--- src/rtl/dsi_pkt_pkg.sv ---
// -----------------------------------------------------------------------------
// dsi_pkt_pkg
// Shared definitions for the DSI packet assembler: FSM state encoding,
// header/checksum byte counts and the bit positions of the VC and DT fields
// inside the Data Identifier byte.
// -----------------------------------------------------------------------------
package dsi_pkt_pkg;

    typedef enum logic [1:0] {
        ST_IDLE    = 2'd0,
        ST_HEADER  = 2'd1,
        ST_PAYLOAD = 2'd2,
        ST_CRC     = 2'd3
    } dsi_state_e;

    localparam int DSI_HDR_BYTES = 4;
    localparam int DSI_CRC_BYTES = 2;

    // Data Identifier layout: DI = {VC[1:0], DT[5:0]}
    localparam int DI_DT_LSB = 0;
    localparam int DI_DT_MSB = 5;
    localparam int DI_VC_LSB = 6;
    localparam int DI_VC_MSB = 7;

endpackage

--- src/rtl/dsi_packet_assembler_if.sv ---
// -----------------------------------------------------------------------------
// dsi_packet_assembler_if
// Bundles the three handshake channels of the packet assembler:
//   pkt_*  : packet request (valid/ready, long flag, VC, DT, WC/data)
//   pl_*   : long-packet payload words (valid/ready, 32-bit data)
//   out_*  : output beats to lane distribution (valid/ready, data, bytes, last)
//   busy   : assembler is working on a packet
// slave  = assembler view, master = source/sink (testbench) view.
// -----------------------------------------------------------------------------
interface dsi_packet_assembler_if;

    logic        pkt_valid;
    logic        pkt_ready;
    logic        pkt_long;
    logic [1:0]  pkt_vc;
    logic [5:0]  pkt_dt;
    logic [15:0] pkt_wc;

    logic        pl_valid;
    logic        pl_ready;
    logic [31:0] pl_data;

    logic        out_valid;
    logic        out_ready;
    logic [31:0] out_data;
    logic [1:0]  out_bytes;
    logic        out_last;

    logic        busy;

    modport slave (
        input  pkt_valid, pkt_long, pkt_vc, pkt_dt, pkt_wc,
        output pkt_ready,
        input  pl_valid, pl_data,
        output pl_ready,
        output out_valid, out_data, out_bytes, out_last,
        input  out_ready,
        output busy
    );

    modport master (
        output pkt_valid, pkt_long, pkt_vc, pkt_dt, pkt_wc,
        input  pkt_ready,
        output pl_valid, pl_data,
        input  pl_ready,
        input  out_valid, out_data, out_bytes, out_last,
        output out_ready,
        input  busy
    );

endinterface

--- src/rtl/crc_calculator.sv ---
// -----------------------------------------------------------------------------
// crc_calculator
// Registered DSI payload checksum: CRC-16 x^16+x^12+x^5+1, LSB-first
// (reflected polynomial 0x8408), seed 0xFFFF, no final inversion.
// Ports:
//   clk, reset_n      : clock, asynchronous active-low reset (CRC -> 0xFFFF)
//   clear             : synchronous re-seed to 0xFFFF (wins over data_write)
//   data_write        : fold bytes 0..bytes_number of data into the CRC
//   bytes_number[1:0] : valid bytes in data minus 1, byte 0 in [7:0]
//   data[31:0]        : payload word
//   crc[15:0]         : current checksum register
// -----------------------------------------------------------------------------
module crc_calculator (
    input  logic        clk,
    input  logic        reset_n,
    input  logic        clear,
    input  logic        data_write,
    input  logic [1:0]  bytes_number,
    input  logic [31:0] data,
    output logic [15:0] crc
);

    logic [15:0] crc_r;

    function automatic logic [15:0] crc16_byte(input logic [15:0] crc_in, input logic [7:0] byte_in);
        logic [15:0] c;
        c = crc_in ^ {8'h00, byte_in};
        for (int i = 0; i < 8; i++) begin
            if (c[0]) begin
                c = (c >> 1) ^ 16'h8408;
            end else begin
                c = c >> 1;
            end
        end
        return c;
    endfunction

    function automatic logic [15:0] crc16_word(input logic [15:0] crc_in, input logic [31:0] word,
                                               input logic [1:0] last_byte);
        logic [15:0] c;
        c = crc_in;
        for (int b = 0; b < 4; b++) begin
            if (3'(b) <= {1'b0, last_byte}) begin
                c = crc16_byte(c, word[8*b +: 8]);
            end else begin
                c = c;
            end
        end
        return c;
    endfunction

    // Checksum register: seeded on reset/clear, updated per accepted word.
    always_ff @(posedge clk or negedge reset_n) begin
        if (!reset_n) begin
            crc_r <= 16'hFFFF;
        end else if (clear) begin
            crc_r <= 16'hFFFF;
        end else if (data_write) begin
            crc_r <= crc16_word(crc_r, data, bytes_number);
        end else begin
            crc_r <= crc_r;
        end
    end

    assign crc = crc_r;

endmodule

--- src/rtl/ecc_calc.sv ---
// -----------------------------------------------------------------------------
// ecc_calc
// Combinational DSI packet-header ECC (Hamming-modified 24-bit code).
// Ports:
//   data [23:0] : {WC[15:8], WC[7:0], DI}, bit 0 = DI[0]
//   ecc  [7:0]  : {2'b00, P5..P0}
// -----------------------------------------------------------------------------
module ecc_calc (
    input  logic [23:0] data,
    output logic [7:0]  ecc
);

    function automatic logic [7:0] dsi_ecc(input logic [23:0] d);
        logic [7:0] p;
        p    = 8'h00;
        p[0] = d[0]^d[1]^d[2]^d[4]^d[5]^d[7]^d[10]^d[11]^d[13]^d[16]^d[20]^d[21]^d[22]^d[23];
        p[1] = d[0]^d[1]^d[3]^d[4]^d[6]^d[8]^d[10]^d[12]^d[14]^d[17]^d[20]^d[21]^d[22]^d[23];
        p[2] = d[0]^d[2]^d[3]^d[5]^d[6]^d[9]^d[11]^d[12]^d[15]^d[18]^d[20]^d[21]^d[22];
        p[3] = d[1]^d[2]^d[3]^d[7]^d[8]^d[9]^d[13]^d[14]^d[15]^d[19]^d[20]^d[21]^d[23];
        p[4] = d[4]^d[5]^d[6]^d[7]^d[8]^d[9]^d[16]^d[17]^d[18]^d[19]^d[20]^d[22]^d[23];
        p[5] = d[10]^d[11]^d[12]^d[13]^d[14]^d[15]^d[16]^d[17]^d[18]^d[19]^d[21]^d[22]^d[23];
        return p;
    endfunction

    assign ecc = dsi_ecc(data);

endmodule

--- src/rtl/dsi_packet_assembler.sv ---
// -----------------------------------------------------------------------------
// dsi_packet_assembler
// Builds one DSI packet at a time: a 4-byte header with ECC, then (long
// packets only) the payload streamed through unchanged while the CRC is
// accumulated, then a 2-byte checksum beat.
// Ports:
//   clk   : clock
//   reset : asynchronous active-high reset
//   bus   : dsi_packet_assembler_if.slave (pkt request, payload in, beats out,
//           busy)
// Parameter:
//   CRC_EMPTY : checksum emitted for a long packet with WC = 0
// -----------------------------------------------------------------------------
module dsi_packet_assembler
    import dsi_pkt_pkg::*;
#(
    parameter logic [15:0] CRC_EMPTY = 16'hFFFF
) (
    input  logic                   clk,
    input  logic                   reset,
    dsi_packet_assembler_if.slave  bus
);

    dsi_state_e  state_r;
    logic [15:0] rem_r;
    logic [31:0] hdr_r;
    logic        long_r;
    logic        wc_zero_r;
    logic        pkt_ready_r;

    logic [7:0]  di_s;
    logic [7:0]  ecc_s;
    logic        pkt_fire_s;
    logic        pl_fire_s;
    logic [15:0] rem_take_s;
    logic [1:0]  pl_bytes_s;
    logic [15:0] crc_val_s;
    logic [15:0] crc_sel_s;

    logic        out_valid_s;
    logic [31:0] out_data_s;
    logic [1:0]  out_bytes_s;
    logic        out_last_s;
    logic        pl_ready_s;

    // Data Identifier from the requested VC/DT.
    always_comb begin
        di_s                      = 8'h00;
        di_s[DI_DT_MSB:DI_DT_LSB] = bus.pkt_dt;
        di_s[DI_VC_MSB:DI_VC_LSB] = bus.pkt_vc;
    end

    // pkt_ready_r is only ever high in IDLE, so it alone qualifies the request.
    assign pkt_fire_s = bus.pkt_valid & pkt_ready_r;
    assign pl_fire_s  = (state_r == ST_PAYLOAD) & bus.pl_valid & bus.out_ready;

    // Bytes consumed by the current payload word; saturates so rem never wraps.
    always_comb begin
        if (rem_r >= 16'd4) begin
            rem_take_s = 16'd4;
        end else begin
            rem_take_s = rem_r;
        end
        pl_bytes_s = 2'(rem_take_s - 16'd1);
    end

    assign crc_sel_s = wc_zero_r ? CRC_EMPTY : crc_val_s;

    ecc_calc u_ecc (
        .data ({bus.pkt_wc, di_s}),
        .ecc  (ecc_s)
    );

    crc_calculator u_crc (
        .clk          (clk),
        .reset_n      (~reset),
        .clear        (pkt_fire_s),
        .data_write   (pl_fire_s),
        .bytes_number (pl_bytes_s),
        .data         (bus.pl_data),
        .crc          (crc_val_s)
    );

    // Packet sequencer: captures the request and walks HEADER/PAYLOAD/CRC.
    always_ff @(posedge clk or posedge reset) begin
        if (reset) begin
            state_r     <= ST_IDLE;
            rem_r       <= 16'd0;
            hdr_r       <= 32'd0;
            long_r      <= 1'b0;
            wc_zero_r   <= 1'b0;
            pkt_ready_r <= 1'b0;
        end else begin
            case (state_r)
                ST_IDLE: begin
                    if (pkt_fire_s) begin
                        // Header word is frozen here, so it stays stable under stall.
                        hdr_r       <= {ecc_s, bus.pkt_wc, di_s};
                        long_r      <= bus.pkt_long;
                        wc_zero_r   <= (bus.pkt_wc == 16'd0);
                        rem_r       <= bus.pkt_wc;
                        pkt_ready_r <= 1'b0;
                        state_r     <= ST_HEADER;
                    end else begin
                        pkt_ready_r <= 1'b1;
                    end
                end
                ST_HEADER: begin
                    if (bus.out_ready) begin
                        if (!long_r) begin
                            pkt_ready_r <= 1'b1;
                            state_r     <= ST_IDLE;
                        end else if (wc_zero_r) begin
                            state_r <= ST_CRC;
                        end else begin
                            state_r <= ST_PAYLOAD;
                        end
                    end else begin
                        state_r <= ST_HEADER;
                    end
                end
                ST_PAYLOAD: begin
                    if (pl_fire_s) begin
                        rem_r <= rem_r - rem_take_s;
                        if (rem_r == rem_take_s) begin
                            state_r <= ST_CRC;
                        end else begin
                            state_r <= ST_PAYLOAD;
                        end
                    end else begin
                        state_r <= ST_PAYLOAD;
                    end
                end
                ST_CRC: begin
                    if (bus.out_ready) begin
                        pkt_ready_r <= 1'b1;
                        state_r     <= ST_IDLE;
                    end else begin
                        state_r <= ST_CRC;
                    end
                end
                default: begin
                    pkt_ready_r <= 1'b0;
                    state_r     <= ST_IDLE;
                end
            endcase
        end
    end

    // Output beat mux: every field comes from a register except the payload
    // pass-through, which mirrors the (held-until-accepted) upstream source.
    always_comb begin
        out_valid_s = 1'b0;
        out_data_s  = 32'd0;
        out_bytes_s = 2'd0;
        out_last_s  = 1'b0;
        pl_ready_s  = 1'b0;
        case (state_r)
            ST_IDLE: begin
                out_valid_s = 1'b0;
            end
            ST_HEADER: begin
                out_valid_s = 1'b1;
                out_data_s  = hdr_r;
                out_bytes_s = 2'(DSI_HDR_BYTES - 1);
                out_last_s  = ~long_r;
            end
            ST_PAYLOAD: begin
                out_valid_s = bus.pl_valid;
                out_data_s  = bus.pl_data;
                out_bytes_s = pl_bytes_s;
                pl_ready_s  = bus.out_ready;
            end
            ST_CRC: begin
                out_valid_s = 1'b1;
                out_data_s  = {16'h0000, crc_sel_s};
                out_bytes_s = 2'(DSI_CRC_BYTES - 1);
                out_last_s  = 1'b1;
            end
            default: begin
                out_valid_s = 1'b0;
            end
        endcase
    end

    assign bus.pkt_ready = pkt_ready_r;
    assign bus.pl_ready  = pl_ready_s;
    assign bus.out_valid = out_valid_s;
    assign bus.out_data  = out_data_s;
    assign bus.out_bytes = out_bytes_s;
    assign bus.out_last  = out_last_s;
    assign bus.busy      = (state_r != ST_IDLE);

endmodule

--- src/flat_wrapper.sv ---
// flat-port wrapper written by rule: the top's interface ports become plain ports
module dsi_packet_assembler_flat import dsi_pkt_pkg::*;
#(
    parameter logic [15:0] CRC_EMPTY = 16'hFFFF
)
  (clk, reset, bus_pkt_valid, bus_pkt_long, bus_pkt_vc, bus_pkt_dt, bus_pkt_wc, bus_pkt_ready, bus_pl_valid, bus_pl_data, bus_pl_ready, bus_out_valid, bus_out_data, bus_out_bytes, bus_out_last, bus_out_ready, bus_busy);
  dsi_packet_assembler_if bus_i ();
  input  logic clk;
  input  logic reset;
  input wire logic [$bits(bus_i.pkt_valid)-1:0] bus_pkt_valid;
  input wire logic [$bits(bus_i.pkt_long)-1:0] bus_pkt_long;
  input wire logic [$bits(bus_i.pkt_vc)-1:0] bus_pkt_vc;
  input wire logic [$bits(bus_i.pkt_dt)-1:0] bus_pkt_dt;
  input wire logic [$bits(bus_i.pkt_wc)-1:0] bus_pkt_wc;
  output wire logic [$bits(bus_i.pkt_ready)-1:0] bus_pkt_ready;
  input wire logic [$bits(bus_i.pl_valid)-1:0] bus_pl_valid;
  input wire logic [$bits(bus_i.pl_data)-1:0] bus_pl_data;
  output wire logic [$bits(bus_i.pl_ready)-1:0] bus_pl_ready;
  output wire logic [$bits(bus_i.out_valid)-1:0] bus_out_valid;
  output wire logic [$bits(bus_i.out_data)-1:0] bus_out_data;
  output wire logic [$bits(bus_i.out_bytes)-1:0] bus_out_bytes;
  output wire logic [$bits(bus_i.out_last)-1:0] bus_out_last;
  input wire logic [$bits(bus_i.out_ready)-1:0] bus_out_ready;
  output wire logic [$bits(bus_i.busy)-1:0] bus_busy;
  assign bus_i.pkt_valid = bus_pkt_valid;
  assign bus_i.pkt_long = bus_pkt_long;
  assign bus_i.pkt_vc = bus_pkt_vc;
  assign bus_i.pkt_dt = bus_pkt_dt;
  assign bus_i.pkt_wc = bus_pkt_wc;
  assign bus_pkt_ready = bus_i.pkt_ready;
  assign bus_i.pl_valid = bus_pl_valid;
  assign bus_i.pl_data = bus_pl_data;
  assign bus_pl_ready = bus_i.pl_ready;
  assign bus_out_valid = bus_i.out_valid;
  assign bus_out_data = bus_i.out_data;
  assign bus_out_bytes = bus_i.out_bytes;
  assign bus_out_last = bus_i.out_last;
  assign bus_i.out_ready = bus_out_ready;
  assign bus_busy = bus_i.busy;
  dsi_packet_assembler #(.CRC_EMPTY(CRC_EMPTY)) u_core (.clk(clk), .reset(reset), .bus(bus_i));
endmodule
--- config.mk ---
export PLATFORM = sky130hd
export DESIGN_NAME = dsi_packet_assembler_flat
export DESIGN_NICKNAME = d
export VERILOG_FILES = /design/src/rtl/dsi_pkt_pkg.sv /design/src/rtl/dsi_packet_assembler_if.sv /design/src/rtl/crc_calculator.sv /design/src/rtl/ecc_calc.sv /design/src/rtl/dsi_packet_assembler.sv /design/src/flat_wrapper.sv
export SDC_FILE = /design/constraint.sdc
export NUM_CORES = 1
export LEC_CHECK = 0
export ABC_AREA = 1
export BUFFER_PORTS_ARGS = -buffer_cell sky130_fd_sc_hd__buf_2
export CORE_MARGIN = 2
export CORE_UTILIZATION = 30
export DETAILED_ROUTE_END_ITERATION = 16
export SLEW_MARGIN = 10
export SYNTH_ARGS = -nofsm -noshare
export SYNTH_HDL_FRONTEND = slang
export SYNTH_HIERARCHICAL = 1
export SYNTH_SLANG_ARGS = --single-unit
--- constraint.sdc ---
create_clock -name clk -period 6.21 [get_ports clk]
set_input_delay 0 -clock clk [delete_from_list [all_inputs] [get_ports clk]]
set_output_delay 0 -clock clk [all_outputs]
set_load 0.02 [all_outputs]
==> impl_metrics.ini <==
[worst_setup_path]
critical_path.startpoint_type = flop
cpLargestDelayFamily = simple AND/OR/NAND/NOR gates
crit_chain = inv_2 -> nand2_1 -> nor2_2 -> nand2_4 -> a21oi_1 -> o21ai_2 -> buf_4 -> nor2_2 -> inv_1 -> o21ai_0 -> inv_1 -> nand3_1 -> nand2_1 -> nand3_1 -> nand2_1 -> nand2_2 -> nand2_2 -> nand2_1 -> nand3_1 -> nand3_1 -> nand3_1 -> a21oi_1
reg_to_reg_slack_setup_ns = 1.84
cp_max_fo = 30
cp_max_stage_delay_ns = 0.58
timing.critical_path.required_ns = 6.46
critPathCaptureType = flop
critical_path_class = reg -> reg
critical_path_buf_inv_count = 4
rr_worst_depth = 22
timing.rr.start = u_core/rem_r[3]
worst_ep_arrival_time_ns = 4.62
timing.rr.end = u_core/u_crc/crc[10]
critical_path.most_common_cell = sky130_fd_sc_hd__nand3_1
crit_slowest_cell = sky130_fd_sc_hd__o21ai_0

[placement]
place.detailed.hpwl_mm = 21.8
gpl.final_weighted_congestion = 0.972
portBuffers = 100

[timing]
skew_ns = 0.00956
clock.fmax_mhz = 229
slew_headroom = 0.390
grt_setup_unrepaired = false
report.final.hold_viol_count = 0
tightestPinTransition_ns = 0.912
final.period_utilization = 0.704
fin_tns_setup_ns = 0
post-route-min-period_ns = 4.37
finalSetupViolations = 0
timing.final.max_slew_violations = 0

[yosys]
portion_of_the_post_synthesis_area_used_by_sequential_elements = 0.230
netlist_instances = 1293
postSynthAreaPerCell_um2 = 5.86
yosys_reg_bits = 69
post_synth_instance_area_mm2 = 0.00758
yosys_warnings = 6
post_synth_num_cell_types = 49

[finish]
post_route_cells_drive_above_1_share = 0.194
register_area_mm2 = 0.00175
mostFrequentLayoutCells = sky130_fd_sc_hd__nand2_1, sky130_fd_sc_hd__nand3_1, sky130_fd_sc_hd__inv_1
final_common_cell = sky130_fd_sc_hd__nand2_1
multi_input_logic_area_mm2 = 0.00500
n_antenna_cell = 0
fillerInstances = 2842
flow.area_growth_from_synthesis_pct = 15.2
final_nets = 1446

[floorplanning]
placement_rows = 58
core_area_mm2 = 0.0250
die_height_um = 163
die_width_um = 163
initial_standard_cell_utilization_of_the_core = 0.304
num_io_pins = 101
design.die.area_mm2 = 0.0265

[global_route]
grt_antenna_before_repair = 0
largest_net_degree_at_the_start_of_global_routing = 70
grt.overflow.total = 0
number_of_global_route_vias_before_repair = 7724
grt_pass1_wl_mm = 41.9
grt_util_all_layers = 0.204

[drt]
initial_drc_count = 575
vias_post_dr = 8528
postRouteAntennaNets = 0
detail_route.wirelength_mm = 27.0
vias_per_cell = 4.96
drc = 0
drtPass1Iterations = 5
post_drt_wl_per_cell_um = 15.7

[worst_hold_path]
whs_endpoint = u_core/hdr_r[7]
hold_start = bus_pkt_vc[1]
worstHoldPathCells = 3
min_path_type = in -> reg

[power]
p_leak_uw = 0.00487
power_density_over_cell_area_mw_per_mm2 = 504
power_uw = 4400
power.ir.vdd_worst_mv = 0.137

[clock_tree]
cts.clk_slew.worst_paths_ns = 0.06
clk_root_buffer_cell = sky130_fd_sc_hd__clkbuf_16
cts_num_sinks = 69
cts_made_buffers = 9
htree_levels = 3
worstSkewPairLatency_ns = 0.34
clk_path_buf_depth = 2
postCtsResizedCells = 0
ctsHoldBuffers = 11
cts_tree = yes
cts_post_setup_buffers_inserted = 0

[run]
cap_violations = 0

[outcome]
result_of_the_run = finished clean
-- flip-flops by register name, summed over array words and instances, names as in the netlist --
register	cells
u_core/hdr_r	32
u_core/wc_zero_r	1
u_core/state_r	2
u_core/rem_r	16
u_core/bus.pkt_ready	1
u_core/u_crc/crc	16
u_core/long_r	1
-- kinds of logic (layout without fill, tap and decap cells) --
group | after synthesis | in the layout | synth area share
buf+inv | 210 | 304 | 0.111
xor+xnor | 33 | 33 | 0.0411
flops | 69 | 69 | 0.230
fa+ha+maj | 1 | 1 | 0.00165
simple gates | 830 | 830 | 0.506
compound gates | 148 | 148 | 0.108
other cells | 2 | 3 | 0.000991
-- where the power goes --
part | switching [uW] | leakage, uW | internal, uW
Clock | 202 | 0.000135 | 283
Combinational | 2160 | 0.00391 | 947
Sequential | 153 | 0.000819 | 659
-- worst max-delay path by stage --
stage	from	depth (start not counted)	to	slack (ns)
final	u_core/rem_r[3]	22	u_core/u_crc/crc[10]	1.84
after global routing	u_core/rem_r[12]	20	u_core/u_crc/crc[10]	1.40
after floorplan	u_core/rem_r[12]	23	u_core/u_crc/crc[1]	3.25
after CTS	u_core/rem_r[4]	24	u_core/u_crc/crc[8]	1.87
after global placement	u_core/rem_r[3]	20	u_core/u_crc/crc[15]	1.96
after detailed placement	u_core/rem_r[12]	24	u_core/u_crc/crc[8]	1.88
-- routing by layer --
| metal | track usage | vias up | part of all wire |
|---|---|---|---|
| li1 | - | 4275 | - |
| met1 | 0.270 | 3929 | 0.45 |
| met2 | 0.333 | 266 | 0.46 |
| met3 | 0.0247 | 58 | 0.055 |
| met4 | 0.0905 | 0 | 0.041 |
| met5 | 0 | - | 0 |
-- final cells by class --
class | instances | share of cell area
Timing Repair Buffer | 114 | 0.0725
Sequential cell | 69 | 0.200
Tap cell | 330 | 0.0473
Clock inverter | 6 | 0.00530
Inverter | 174 | 0.0751
Multi-Input combinational cell | 1015 | 0.572
Clock buffer | 10 | 0.0274
-- metrics by stage --
stage | worst slack [ns] | hold WS, ns | std cells | instance area (um2) | utilization
after floorplan | 3.25 | 0.117 | 1294 | 7580 | -
after global placement | 1.96 | 0.217 | 1691 | 8340 | 0.334
after detailed placement | 1.88 | 0.223 | 1691 | 8340 | 0.334
after CTS | 1.87 | 0.00831 | 1718 | 8730 | 0.350
after global routing | 1.40 | 0.0353 | 1718 | 8730 | 0.350
final | 1.84 | 0.0105 | 1718 | 8730 | 0.350
-- synth_stat cells (all sizes together) --
cell type,instances,area (um2)
a22o,1,8.76
dfstp,16,420
xnor2,14,130
ha,1,12.5
o221ai,1,8.76
a21oi,26,134
or2,1,6.26
nor4,2,12.5
a32o,1,10.0
clkbuf,21,78.8
o211ai,5,37.5
a31oi,7,43.8
a2bb2oi,1,8.76
nand3b,4,30.0
nand3,186,1060
nand4,11,75.1
dfrtp,53,1330
inv,170,641
nand2,564,2360
conb,2,7.51
nor3,2,10.0
o22ai,1,6.26
buf,15,108
o21ai,98,509
a32oi,1,8.76
clkinv,4,15.0
nor2,60,282
a21boi,2,15.0
a22oi,3,22.5
xor2,19,181
o2111ai,1,8.76
-- tightest hold or removal path, delay by kind of cell --
| family | cells | cell delay, ns |
|---|---|---|
| simple gates | 2 | 0.15 |
| buf+inv | 1 | 0.15 |
No activity file was read; power rests on OpenSTA's default activity.
